$ cat src/rtl/rglib_rotate_sched.sv
// Round-robin scheduler sharing one rglib_rotate between REQ_NUM requesters, with tagged,
// credit-limited response FIFO. Define RGLIB_ROTATE_SCHED_STAT_EN to add the stall_cnt output.
module rglib_rotate_sched #(
  parameter int DATA_WIDTH  = 32,
  parameter int SHIFT_WIDTH = 5,
  parameter int REQ_NUM     = 4,
  parameter int ROT_LATENCY = 1,
  parameter int RSP_DEPTH   = 4,
  parameter int ID_WIDTH    = $clog2(REQ_NUM)
) (
  input  logic                               clk,
  input  logic                               rst_n,
  input  logic                               kill,
  input  logic [REQ_NUM-1:0]                 req_valid,
  output logic [REQ_NUM-1:0]                 req_ready,
  input  logic [REQ_NUM*DATA_WIDTH-1:0]      req_data,
  input  logic [REQ_NUM*SHIFT_WIDTH-1:0]     req_rot,
  output logic                               rot_in_valid,
  output logic [DATA_WIDTH-1:0]              rot_in,
  output logic [SHIFT_WIDTH-1:0]             rot_val,
  input  logic                               rot_out_valid,
  input  logic [DATA_WIDTH-1:0]              rot_out,
  output logic                               rsp_valid,
  input  logic                               rsp_ready,
  output logic [ID_WIDTH-1:0]                rsp_id,
`ifdef RGLIB_ROTATE_SCHED_STAT_EN
  output logic [15:0]                        stall_cnt,
`endif
  output logic [DATA_WIDTH-1:0]              rsp_data
);

  localparam int PTR_W = (RSP_DEPTH > 1) ? $clog2(RSP_DEPTH) : 1;
  localparam int CNT_W = $clog2(RSP_DEPTH + 1);
  localparam logic [CNT_W-1:0] DEPTH_C = CNT_W'(RSP_DEPTH);

  logic [ID_WIDTH-1:0] rr_last;
  logic [ID_WIDTH-1:0] grant_idx;
  logic                cand_found;
  logic                issue;
  logic [CNT_W-1:0]    credits;
  logic                sh_out_v;
  logic [ID_WIDTH-1:0] sh_out_id;
  logic                push;
  logic                pop;

  // Priority scan starts just after the last granted requester.
  always_comb begin
    int s;
    s          = 0;
    cand_found = 1'b0;
    grant_idx  = '0;
    for (int k = 1; k <= REQ_NUM; k++) begin
      s = int'(rr_last) + k;
      if (s >= REQ_NUM) s = s - REQ_NUM;
      if (!cand_found && req_valid[ID_WIDTH'(s)]) begin
        cand_found = 1'b1;
        grant_idx  = ID_WIDTH'(s);
      end
    end
  end

  assign issue        = cand_found && (credits != '0) && !kill;
  assign rot_in_valid = issue;

  always_comb begin
    req_ready = '0;
    rot_in    = '0;
    rot_val   = '0;
    for (int i = 0; i < REQ_NUM; i++) begin
      if (grant_idx == ID_WIDTH'(i)) begin
        req_ready[i] = issue;
        rot_in       = req_data[i*DATA_WIDTH +: DATA_WIDTH];
        rot_val      = req_rot[i*SHIFT_WIDTH +: SHIFT_WIDTH];
      end
    end
  end

  always_ff @(posedge clk or negedge rst_n) begin
    if (!rst_n)     rr_last <= ID_WIDTH'(REQ_NUM - 1);
    else if (issue) rr_last <= grant_idx;
  end

  // Shadow of the rotator pipeline carrying the requester tag.
  generate
    if (ROT_LATENCY == 0) begin : g_shadow_comb
      assign sh_out_v  = issue;
      assign sh_out_id = grant_idx;
    end else begin : g_shadow_pipe
      logic [ROT_LATENCY-1:0] v_q;
      logic [ID_WIDTH-1:0]    id_q [ROT_LATENCY];

      always_ff @(posedge clk or negedge rst_n) begin
        if (!rst_n) begin
          v_q <= '0;
          for (int i = 0; i < ROT_LATENCY; i++) id_q[i] <= '0;
        end else begin
          for (int i = ROT_LATENCY - 1; i > 0; i--) begin
            v_q[i]  <= v_q[i-1] && !kill;
            id_q[i] <= id_q[i-1];
          end
          v_q[0]  <= issue;
          id_q[0] <= grant_idx;
        end
      end

      assign sh_out_v  = v_q[ROT_LATENCY-1];
      assign sh_out_id = id_q[ROT_LATENCY-1];
    end
  endgenerate

  logic [ID_WIDTH-1:0]   mem_id   [RSP_DEPTH];
  logic [DATA_WIDTH-1:0] mem_data [RSP_DEPTH];
  logic [PTR_W-1:0]      wr_ptr;
  logic [PTR_W-1:0]      rd_ptr;
  logic [CNT_W-1:0]      count;

  function automatic logic [PTR_W-1:0] ptr_inc(input logic [PTR_W-1:0] p);
    return (p == PTR_W'(RSP_DEPTH - 1)) ? '0 : p + 1'b1;
  endfunction

  assign push      = sh_out_v && !kill;
  assign pop       = rsp_valid && rsp_ready;
  assign rsp_valid = (count != '0);
  assign rsp_id    = mem_id[rd_ptr];
  assign rsp_data  = mem_data[rd_ptr];

  always_ff @(posedge clk or negedge rst_n) begin
    if (!rst_n) begin
      wr_ptr  <= '0;
      rd_ptr  <= '0;
      count   <= '0;
      credits <= DEPTH_C;
    end else if (kill) begin
      wr_ptr  <= '0;
      rd_ptr  <= '0;
      count   <= '0;
      credits <= DEPTH_C;
    end else begin
      if (push) wr_ptr <= ptr_inc(wr_ptr);
      if (pop)  rd_ptr <= ptr_inc(rd_ptr);
      count   <= count + CNT_W'(push) - CNT_W'(pop);
      credits <= credits + CNT_W'(pop) - CNT_W'(issue);
    end
  end

  always_ff @(posedge clk) begin
    if (push) begin
      mem_id[wr_ptr]   <= sh_out_id;
      mem_data[wr_ptr] <= rot_out;
    end
  end

`ifdef RGLIB_ROTATE_SCHED_STAT_EN
  always_ff @(posedge clk or negedge rst_n) begin
    if (!rst_n)
      stall_cnt <= '0;
    else if (kill)
      stall_cnt <= '0;
    else if ((|req_valid) && !issue && (stall_cnt != 16'hFFFF))
      stall_cnt <= stall_cnt + 16'd1;
  end
`endif

  // Results still inside the rotator after a kill legitimately lack a shadow entry.
  logic [7:0] kill_tmr;
  always_ff @(posedge clk or negedge rst_n) begin
    if (!rst_n)                kill_tmr <= '0;
    else if (kill)             kill_tmr <= 8'(ROT_LATENCY);
    else if (kill_tmr != '0)   kill_tmr <= kill_tmr - 8'd1;
  end

  a_shadow_match: assert property (@(posedge clk)
    disable iff (!rst_n || kill || (kill_tmr != '0)) sh_out_v == rot_out_valid);

endmodule
$ cat config.mk
export PLATFORM = sky130hd
export DESIGN_NAME = rglib_rotate_sched
export DESIGN_NICKNAME = d
export VERILOG_FILES = /design/src/rtl/rglib_rotate_sched.sv
export SDC_FILE = /design/constraint.sdc
export NUM_CORES = 1
export LEC_CHECK = 0
export CAP_MARGIN = 25
export CORE_MARGIN = 2
export CORE_UTILIZATION = 35
export DETAILED_ROUTE_END_ITERATION = 7
export DONT_BUFFER_PORTS = 1
export PLACE_DENSITY = 0.54
export SYNTH_ARGS = -nofsm -noshare
export SYNTH_HDL_FRONTEND = slang
export SYNTH_SLANG_ARGS = --single-unit
$ cat constraint.sdc
create_clock -name clk -period 2.35 [get_ports clk]
set_input_delay 0.47 -clock clk [delete_from_list [all_inputs] [get_ports clk]]
set_output_delay 0.47 -clock clk [all_outputs]
set_load 0.02 [all_outputs]
# == Word level (Yosys, flattened, before mapping) ==
# Memories as Yosys holds them, arrays and structs flattened.
# Index checks and enable logic that the tools add are counted.
# op_classes
addsub,14
magnitude_cmp,8
eq_ne,5
muxes,46
n_reduce_logical,16
# op_table
cell,count
32-bit two-way mux,4
2-bit two-way mux,14
5-bit two-way mux,4
1-bit two-way mux,18
2-bit by 4-bit less-than comparator with 1-bit output (second input constant),4
3-bit >= comparator (second input constant),3
1-bit binary-select mux with 2-bit select,4
2-bit equality test (second input constant),4
2-bit by 1-bit subtractor with 2-bit output (second input constant),4
1-bit logical AND,7
2-bit by 2-bit adder with 3-bit output (second input constant),2
3-bit by 1-bit adder with 3-bit output,2
3-bit two-way mux,2
3-bit nonzero test,2
3-bit by 1-bit subtractor with 3-bit output,2
2-bit by 1-bit adder with 2-bit output (second input constant),2
2-bit by 3-bit adder with 4-bit output (second input constant),1
4-bit by 3-bit >= comparator with 1-bit output (second input constant),1
1-bit logical NOT,4
2-bit nonzero test,2
2-bit by 1-bit adder with 3-bit output (second input constant),1
2-bit by 1-bit equality test with 1-bit output (second input constant),1
2-bit logical NOT,1
# totals
ff_bits,15
mem_bits_rw,136
output_inout_bits,77
elab_cells,98
memories,2
# mem_list
memory,depth,word_bits,rd,rd_clocked_by_memory_dff,write_ports,line,text
mem_data,4,32,1,0,1,112,logic [DATA_WIDTH-1:0] mem_data [RSP_DEPTH];
mem_id,4,2,1,0,1,111,logic [ID_WIDTH-1:0] mem_id [RSP_DEPTH];

# == Logic depth before layout (Yosys ltp) ==
# Gate-level depths: netlist of the first run.
# depth
word_depth,21
mapped_depth,10

# == Worst setup path after synthesis of the first run ==
# No wires, ideal clock.
# synth_path
kind,register -> register
start,register credits[2]
end,register credits[2]
setup_ps,80
arrival_ps,2616
path_slack_ps,-345
path_stages_with_launch,10
cell_sequence,dfstp_2 -> nor3_1 -> nor3_1 -> ha_1 -> inv_1 -> ha_1 -> inv_1 -> fa_1 -> xnor2_1 -> nand2b_1
# synth_via
elab_chain_cells,5
# synth_rtl
element,line,text
"start, declared",40,logic [CNT_W-1:0] credits;
"start signal, assigned",142,credits <= credits + CNT_W'(pop) - CNT_W'(issue);
3-bit nonzero test,62,assign issue = cand_found && (credits != '0) && !kill;
1-bit logical AND (2 in a row),62,
named net rot_in_valid,18,"output logic rot_in_valid,"
3-bit by 1-bit subtractor with 3-bit output,142,
3-bit two-way mux,133,end else if (kill) begin
# The timed path passes the listed nets, and every way through them passes these cells.
# A chain may end at the register's enable or synchronous reset.

# == Worst setup path after layout of the first run ==
# layout_path
start,register rr_last[1]
end,output rot_in[12]
# layout_via
elab_chain_cells,21
# layout_rtl
element,line,text
"start, declared",36,logic [ID_WIDTH-1:0] rr_last;
"start signal, assigned",79,if (!rst_n) rr_last <= ID_WIDTH'(REQ_NUM - 1);
"start signal, assigned",80,else if (issue) rr_last <= grant_idx;
2-bit by 1-bit adder with 3-bit output,53,s = int'(rr_last) + k;
3-bit >= comparator or 2-bit by 1-bit subtractor with 2-bit output (tied branches),54,if (s >= REQ_NUM) s = s - REQ_NUM;
2-bit two-way mux,54,
1-bit binary-select mux with 2-bit select,55,if (!cand_found && req_valid[ID_WIDTH'(s)]) begin
1-bit two-way mux (not written as such) (2 in a row),55,
1-bit two-way mux,55,
1-bit logical NOT,55,
1-bit logical AND,55,
(+2 left out),-,
1-bit logical AND,55,
1-bit two-way mux,55,
1-bit logical NOT,55,
1-bit logical AND,55,
2-bit two-way mux *,55,
2-bit logical NOT,70,if (grant_idx == ID_WIDTH'(i)) begin
32-bit two-way mux (3 in a row),70,
32-bit two-way mux *,70,
"end, declared",19,"output logic [DATA_WIDTH-1:0] rot_in,"
# Mark *: on every way between the ends. The rest lies on a longest branch, timed or not. The select of a mux whose other input is x is not followed.

==> results of run 1 <==
==> placed cells by master (no fill, tap or decap), types with 3 or more instances in the layout <==
cell       netlist  layout
buf_12           0      12
inv_1           10      10
dfrtp_1         12      10
ha_1             9       9
a21oi_1         39      35
buf_4            1      44
clkinv_4         0       5
a32oi_2          0      12
buf_16           0       8
and2_2           0       4
mux4_2          34      34
nor2b_1          3       3
nor2_1          10       9
edfxtp_1       136     136
nand2_1        118     107
inv_6            0       3
buf_6            4       5
mux2i_1          3       3
nand2_2          1      10
nand2b_1         4       4
dfstp_2          3       3
bufinv_16        0       3
a32oi_1         37      24
clkbuf_16        0      18
a21oi_2          0       3
buf_8            0       3
==> cells by family (layout without fill, tap and decap cells) <==
| logic type | Yosys count | in the layout |
|---|---|---|
| XOR/XNOR | 4 | 4 |
| AO/OA/AOI/OAI | 83 | 83 |
| flip-flops | 151 | 151 |
| AND/OR/NAND/NOR | 148 | 148 |
| adder cells (fa/ha/maj) | 11 | 11 |
| multiplexers | 37 | 37 |
| buffers and inverters | 44 | 117 |
==> path summary, 6_finish.rpt <==
path,start,to
max,rr_last[1]$_DFFE_PN1N_,rot_in[12]
min,kill,rd_ptr[1]$_DFFE_PN0P_
max reg2reg,count[1]$_DFF_PN0_,credits[2]$_DFF_PN1_
min reg2reg,g_shadow_pipe.id_q[0]$_DFF_PN0_,mem_id[3][0]$_DFFE_PP_
max in group asynchronous,rst_n,rd_ptr[0]$_DFFE_PN0P_
min in group asynchronous,rst_n,credits[0]$_DFF_PN0_
==> flip-flops by register name, summed over array words and instances (netlist names) <==
register            flops
credits                 3
g_shadow_pipe.id_q      2
count                   3
rr_last                 2
mem_id                  8
mem_data              128
wr_ptr                  2
rd_ptr                  2
g_shadow_pipe.v_q       1
==> area by class of cell <==
class,instances,area (um2),share of cell area
clock buffers,17,425,0.0487
clock inverters,15,194,0.0222
well taps,265,332,0.0379
inverters,11,46.3,0.00530
multi-input cells,283,2350,0.269
flip-flops and latches,151,4470,0.511
repair buffers,74,927,0.106
==> critical path: stages (launching register included) <==
cell and delay, ns:
dfstp_2 0.59, and3_1 0.17, a31oi_1 0.05, nand2_2 0.16
buf_8 0.18, buf_12 0.11, buf_16 0.13, nand2_1 0.07
a32oi_2 0.15, buf_4 0.17
==> routing by layer <==
layer	routed length, um	global-route usage	vias up
met5	0	0	-
met4	437	0.0738	0
met3	1800	0.0613	41
met2	8990	0.255	303
met1	6830	0.202	2249
li1	-	-	1957
==> power groups by stage <==
| stage | Sequential [mW] | Clock (mW) | Combinational, mW |
|---|---|---|---|
| after floorplan | 3.34 | 0 | 2.79 |
| after global placement | 3.38 | 0 | 3.81 |
| after detailed placement | 3.39 | 0 | 3.89 |
| after CTS | 3.34 | 2.85 | 4.72 |
| after global routing | 3.36 | 2.98 | 5.29 |
| final | 3.33 | 2.78 | 5.01 |
==> repair_timing <==
| action | 4_1_cts | 5_1_grt |
|---|---|---|
| pin swaps | 10 | 8 |
| cloned | 8 | 2 |
| gates resized for setup | 39 | 21 |
| endpoints found under the setup margin | 41 | 45 |
| buffers inserted | 7 | 2 |
| hold endpoints to repair | 15 | 0 |
| hold buffers | 1 | 0 |
==> reports/qor.csv, run 1 <==
stage,metric,value,unit
run_status,outcome,"finished, violations left",
run_status,violations,negative setup slack,
clock_tree,clkTransAtPathRegs,0.06,ns
floorplanning,rows,51,
cells_and_area,fin_cells,816,
floorplanning,die-area,20700,um2
yosys,synthFlopType,edfxtp_1,
yosys,synth_mux_area_frac,0.116,
place,port-buffer-count,0,
timing,worst_pin_slew,0.720,ns
yosys,synth_cells,478,
drt,via_per_inst,5.58,
setup_path,cp.required,1.88,ns
cells_and_area,post-route-util,0.452,
hold_path,hp-class,in -> reg,
timing,hold_violations,0,
floorplanning,fp.dieW,144,um
clock_tree,h-tree-depth,4,
yosys,synth.distinct_cells,34,
clock_tree,clockRootBuffer,clkbuf_16,
yosys,syn_nets,678,
clock_tree,clock_latency,0.41,ns
grt,grt_pass1_wl,24500,um
clock_tree,cts_buffers,17,
power,vdd_drop_max,0.000836,V
yosys,synth.most_common_cell,edfxtp_1,
yosys,synth-xor-area-share,0.00513,
floorplanning,io_pins,266,
setup_path,rr_worst_depth,10,
power,swShare,0.361,
setup_path,rrSetupSlack,0.14,ns
floorplanning,die_height,144,um
setup_path,cp_max_fo,10,
timing,clock_skew,0.00764,ns
setup_path,crit_arrival,2.21,ns
yosys,async_flop_share,0.0993,
clock_tree,cts_tree,built,
yosys,avgSynthCellArea,14.3,um2
yosys,synthTopCellsByCount,"edfxtp_1 (136), nand2_1 (118), a21oi_1 (39)",
power,combPwrFrac,0.450,
cells_and_area,nNetsFinal,738,
drt,wl_per_cell,22.1,um
setup_path,worstSetupPathType,reg -> out,
yosys,synth_area,6840,um2
place,place_area,7530,um2
grt,antenna_found_initial,0,
flow_run,drv_cap,0,
yosys,synthAdderAreaFrac,0.0223,
drt,via_count,4550,
yosys,ys_ff_latch,151,
cells_and_area,fin_area,8740,um2
setup_path,cp-start-kind,flip-flop,
yosys,synth_top_area_cell,edfxtp_1,
power,power_frac_seq,0.300,
power,finalPower,11.1,mW
timing,rsz0062_at_grt,yes,
timing,hold_slack,0.113,ns
power,p_leak,3.04,nW
clock_tree,clockBufferDepth,2,
yosys,synth_edf_count,136,
power,power_frac_clock,0.250,
drt,drt_iter0_markers,388,
yosys,synth_top_family_by_area,multiplexers,
cells_and_area,n_antenna_cell,0,
yosys,synthTopCellsByArea,"edfxtp_1 (60%), mux4_2 (11%), nand2_1 (6.5%), a32oi_1 (4.7%), dfrtp_1 (4.4%)",
timing,finalMaxSlewViolations,0,
drt,drc,0,
yosys,synth_compound_gate_area_share,0.0829,
drt,final_antenna_net_count,0,
timing,slew_headroom,0.519,
place,place_hpwl,10800,um
power,p_per_area,1270,nW/um2
grt,grt_pass1_vias,4341,
clock_tree,clkSinkCount,151,
drt,drt_wl_total,18100,um
timing,setup_viol,41,
setup_path,crit_path_end_kind,output pin,
power,p_int,7.11,mW
cells_and_area,area_delta_synth_final,27.8,%
cells_and_area,drive_above_1_share,0.334,
place,place_ws,0.0407,ns
floorplanning,start_util,0.354,
hold_path,min_path_cells,1,
yosys,yosys.area.top_type_share,0.597,
yosys,ys_warn_count,0,
place,placedCellCount,764,
cells_and_area,n_fill_cell,1691,
yosys,yosysSeqAreaShare,0.653,
timing,finalSetupTns,-11.31,ns
power,p_sw,4.02,mW
timing,setup_ws,-0.331,ns
timing,finalCriticalPeriod,2.68,ns
place,gp_congestion,0.837,
yosys,yosys.area_share.simple,0.0880,
grt,gr-total-overflow,0,
drt,first_pass_iters,6,
timing,fmax,0.373,GHz
grt,grt_util_all_layers,0.163,
timing,fin_crit_sh,1.14,
grt,grt_max_degree,39,
floorplanning,coreArea,19300,um2
Note: power is estimated with default switching activity, not from simulation.
==> run 2: changes to the inputs <==
Settings changed: DONT_BUFFER_PORTS 1 to unset, PLACE_DENSITY 0.54 to unset, PLACE_DENSITY_LB_ADDON set to 0.12, SKIP_CTS_REPAIR_TIMING set to 1.
==> run 2 against run 1 <==
  * The flow still finishes with violations (negative setup slack)
  * Clock power fell by 3%
  * Critical endpoint is now rot_val[4]
  * Maximum frequency fell by 1.1%
  * Setup slack got worse by 0.030 ns
  * Clock-buffer cell count rose by 2
  * Via count rose by 17%
  * Non-clock buffer count rose by 245
  * Wire length rose by 9.7%
  * Hold slack improved by 0.34 ns
==> reports/qor.csv, run 2 (synthesis results as in run 1) <==
stage,metric,value,unit,change
timing,fin_crit_sh,1.15,,+0.0127
power,p_per_area,1050,nW/um2,-18%
cells_and_area,n_antenna_cell,0,,unchanged
drt,drt_iter0_markers,241,,-38%
timing,slew_headroom,0.559,,+0.0404
setup_path,critPathMaxStageDelay,0.59,ns,about the same
grt,grt_util_all_layers,0.177,,+0.0132
grt,grt_max_degree,51,,+31%
clock_tree,clockRootBuffer,clkbuf_16,,
setup_path,cp_max_fo,18,,+8
grt,gr-total-overflow,0,,unchanged
clock_tree,h-tree-depth,4,,unchanged
timing,rsz0062_at_grt,yes,,
setup_path,crit_path_end_kind,output pin,,
cells_and_area,area_delta_synth_final,61.3,%,
setup_path,cpMaxStageDelayCell,dfstp_2,,
drt,final_antenna_net_count,0,,unchanged
setup_path,reg2reg_to,credits[2]$_DFF_PN1_,,
setup_path,path_cells,"mux2i_1, o22a_1, o21ai_4, buf_6, buf_12, a21oi_4, a32oi_2, buf_4",,
cells_and_area,top_register,mem_data,,
floorplanning,rows,51,,unchanged
cells_and_area,mostFrequentLayoutCells,"clkdlybuf4s50_1 (186), edfxtp_1 (136), nand2_1 (113)",,
setup_path,rr_startpoint,credits[1]$_DFF_PN0_,,
floorplanning,die_height,144,um,unchanged
drt,wl_per_cell,18.7,um,-16%
clock_tree,cts_buffers,17,,unchanged
setup_path,cp.buffers_inverters,3,,-1
timing,fmax,0.369,GHz,-1.1%
cells_and_area,reg_top3,"mem_data (128), mem_id (8)",,
timing,finalCriticalPeriod,2.71,ns,+0.0299 ns
hold_path,hp-class,in -> async,,
drt,first_pass_iters,4,,-2
floorplanning,io_pins,266,,unchanged
setup_path,worstSetupPathType,reg -> out,,
cells_and_area,mostFrequentLayoutCell,clkdlybuf4s50_1,,
timing,worst_pin_slew,0.659,ns,-0.0603 ns
clock_tree,clkSinkCount,151,,unchanged
clock_tree,clock_latency,0.42,ns,about the same
clock_tree,clockBufferDepth,2,,unchanged
drt,via_per_inst,5.00,,-10%
setup_path,cp.required,1.88,ns,about the same
grt,grt_pass1_wl,27500,um,+12%
timing,finalSetupTns,-13.20,ns,-1.89 ns
place,place_area,10100,um2,+34%
floorplanning,start_util,0.354,,unchanged
cells_and_area,largest_reg_flops,128,,unchanged
place,port-buffer-count,264,,+264
setup_path,rr_worst_depth,10,,unchanged
timing,hold_violations,0,,unchanged
flow_run,drv_cap,0,,unchanged
timing,setup_viol,48,,+17%
power,vdd_drop_max,0.000564,V,-33%
setup_path,crit_arrival,2.24,ns,+0.03 ns
setup_path,cp-start-kind,flip-flop,,
grt,grt_pass1_vias,5386,,+24%
run_status,outcome,"finished, violations left",,
place,gp_congestion,0.853,,+1.8%
timing,clock_skew,0.0177,ns,+0.0100 ns
drt,via_count,5302,,+17%
floorplanning,coreArea,19300,um2,unchanged
cells_and_area,fin_area,11000,um2,+26%
run_status,violations,negative setup slack,,
timing,finalMaxSlewViolations,0,,unchanged
power,p_leak,4.12,nW,+36%
clock_tree,cts_tree,built,,
drt,drt_wl_total,19800,um,+9.7%
grt,antenna_found_initial,0,,unchanged
floorplanning,fp.dieW,144,um,unchanged
setup_path,rrSetupSlack,0.14,ns,about the same
timing,setup_ws,-0.361,ns,-0.0299 ns
drt,drc,0,,unchanged
floorplanning,die-area,20700,um2,unchanged
cells_and_area,drive_above_1_share,0.299,,-0.0349
clock_tree,clkTransAtPathRegs,0.06,ns,about the same
setup_path,cp_top_family,flip-flops,,
place,place_hpwl,13600,um,+26%
cells_and_area,nNetsFinal,983,,+33%
-- run 2: worst register-to-register path: cells and delay by family (launching register included) --
kind / cells / cell delay (ns)
buffers and inverters: 3 / 0.28
adders and majority gates: 3 / 0.81
DFF: 1 / 0.42
xor gates and xnor gates: 1 / 0.18
and+or+nand+nor: 3 / 0.45
-- run 2: metal layers --
metal / vias to the layer above / routed length (um) / GRT usage
met5: - / 0 / 0
met4: 0 / 387 / 0.0614
met3: 30 / 1260 / 0.0603
met2: 186 / 10300 / 0.306
met1: 2637 / 7850 / 0.204
li1: 2449 / - / -
-- run 2: power by group --
part / leakage, nW / switching (mW) / internal (mW)
clock network: 0.291 / 1.02 / 1.66
registers: 1.42 / 0.131 / 3.20
logic: 2.41 / 2.90 / 2.63
-- run 2: worst max path at each step --
stage | startpoint | endpoint | cells after the start
after detailed placement | req_valid[3] | rot_in[29] | 9
after CTS | rr_last[1]$_DFFE_PN1N_ | rot_in[20] | 8
after global routing | rr_last[1]$_DFFE_PN1N_ | rot_in[5] | 8
after global placement | req_valid[3] | rot_in[29] | 9
final | rr_last[1]$_DFFE_PN1N_ | rot_val[4] | 8
after floorplan | credits[2]$_DFF_PN1_ | credits[2]$_DFF_PN1_ | 9
-- run 2: cell type report --
class                      count  area, um2
fill                        1551       8310
tap                          265        332
timing repair buffer         319       3200
clock inverter                13        154
inverter                      11       46.3
multi-input combinational    283       2400
clock buffer                  19        433
sequential                   151       4470
-- run 2: stage by stage --
| stage | hold WS, ns | setup slack (ns) | total power [mW] | instances | util |
|---|---|---|---|---|---|
| final | 0.451 | -0.361 | 11.5 | 1061 | 0.570 |
| after floorplan | 0.174 | 0.0273 | 6.13 | 478 | - |
| after CTS | 0.463 | -0.918 | 11.2 | 1041 | 0.551 |
| after detailed placement | 0.500 | -0.896 | 8.43 | 1009 | 0.520 |
| after global routing | 0.502 | -0.466 | 12.1 | 1061 | 0.570 |
| after global placement | 0.488 | -0.860 | 8.34 | 1009 | 0.520 |
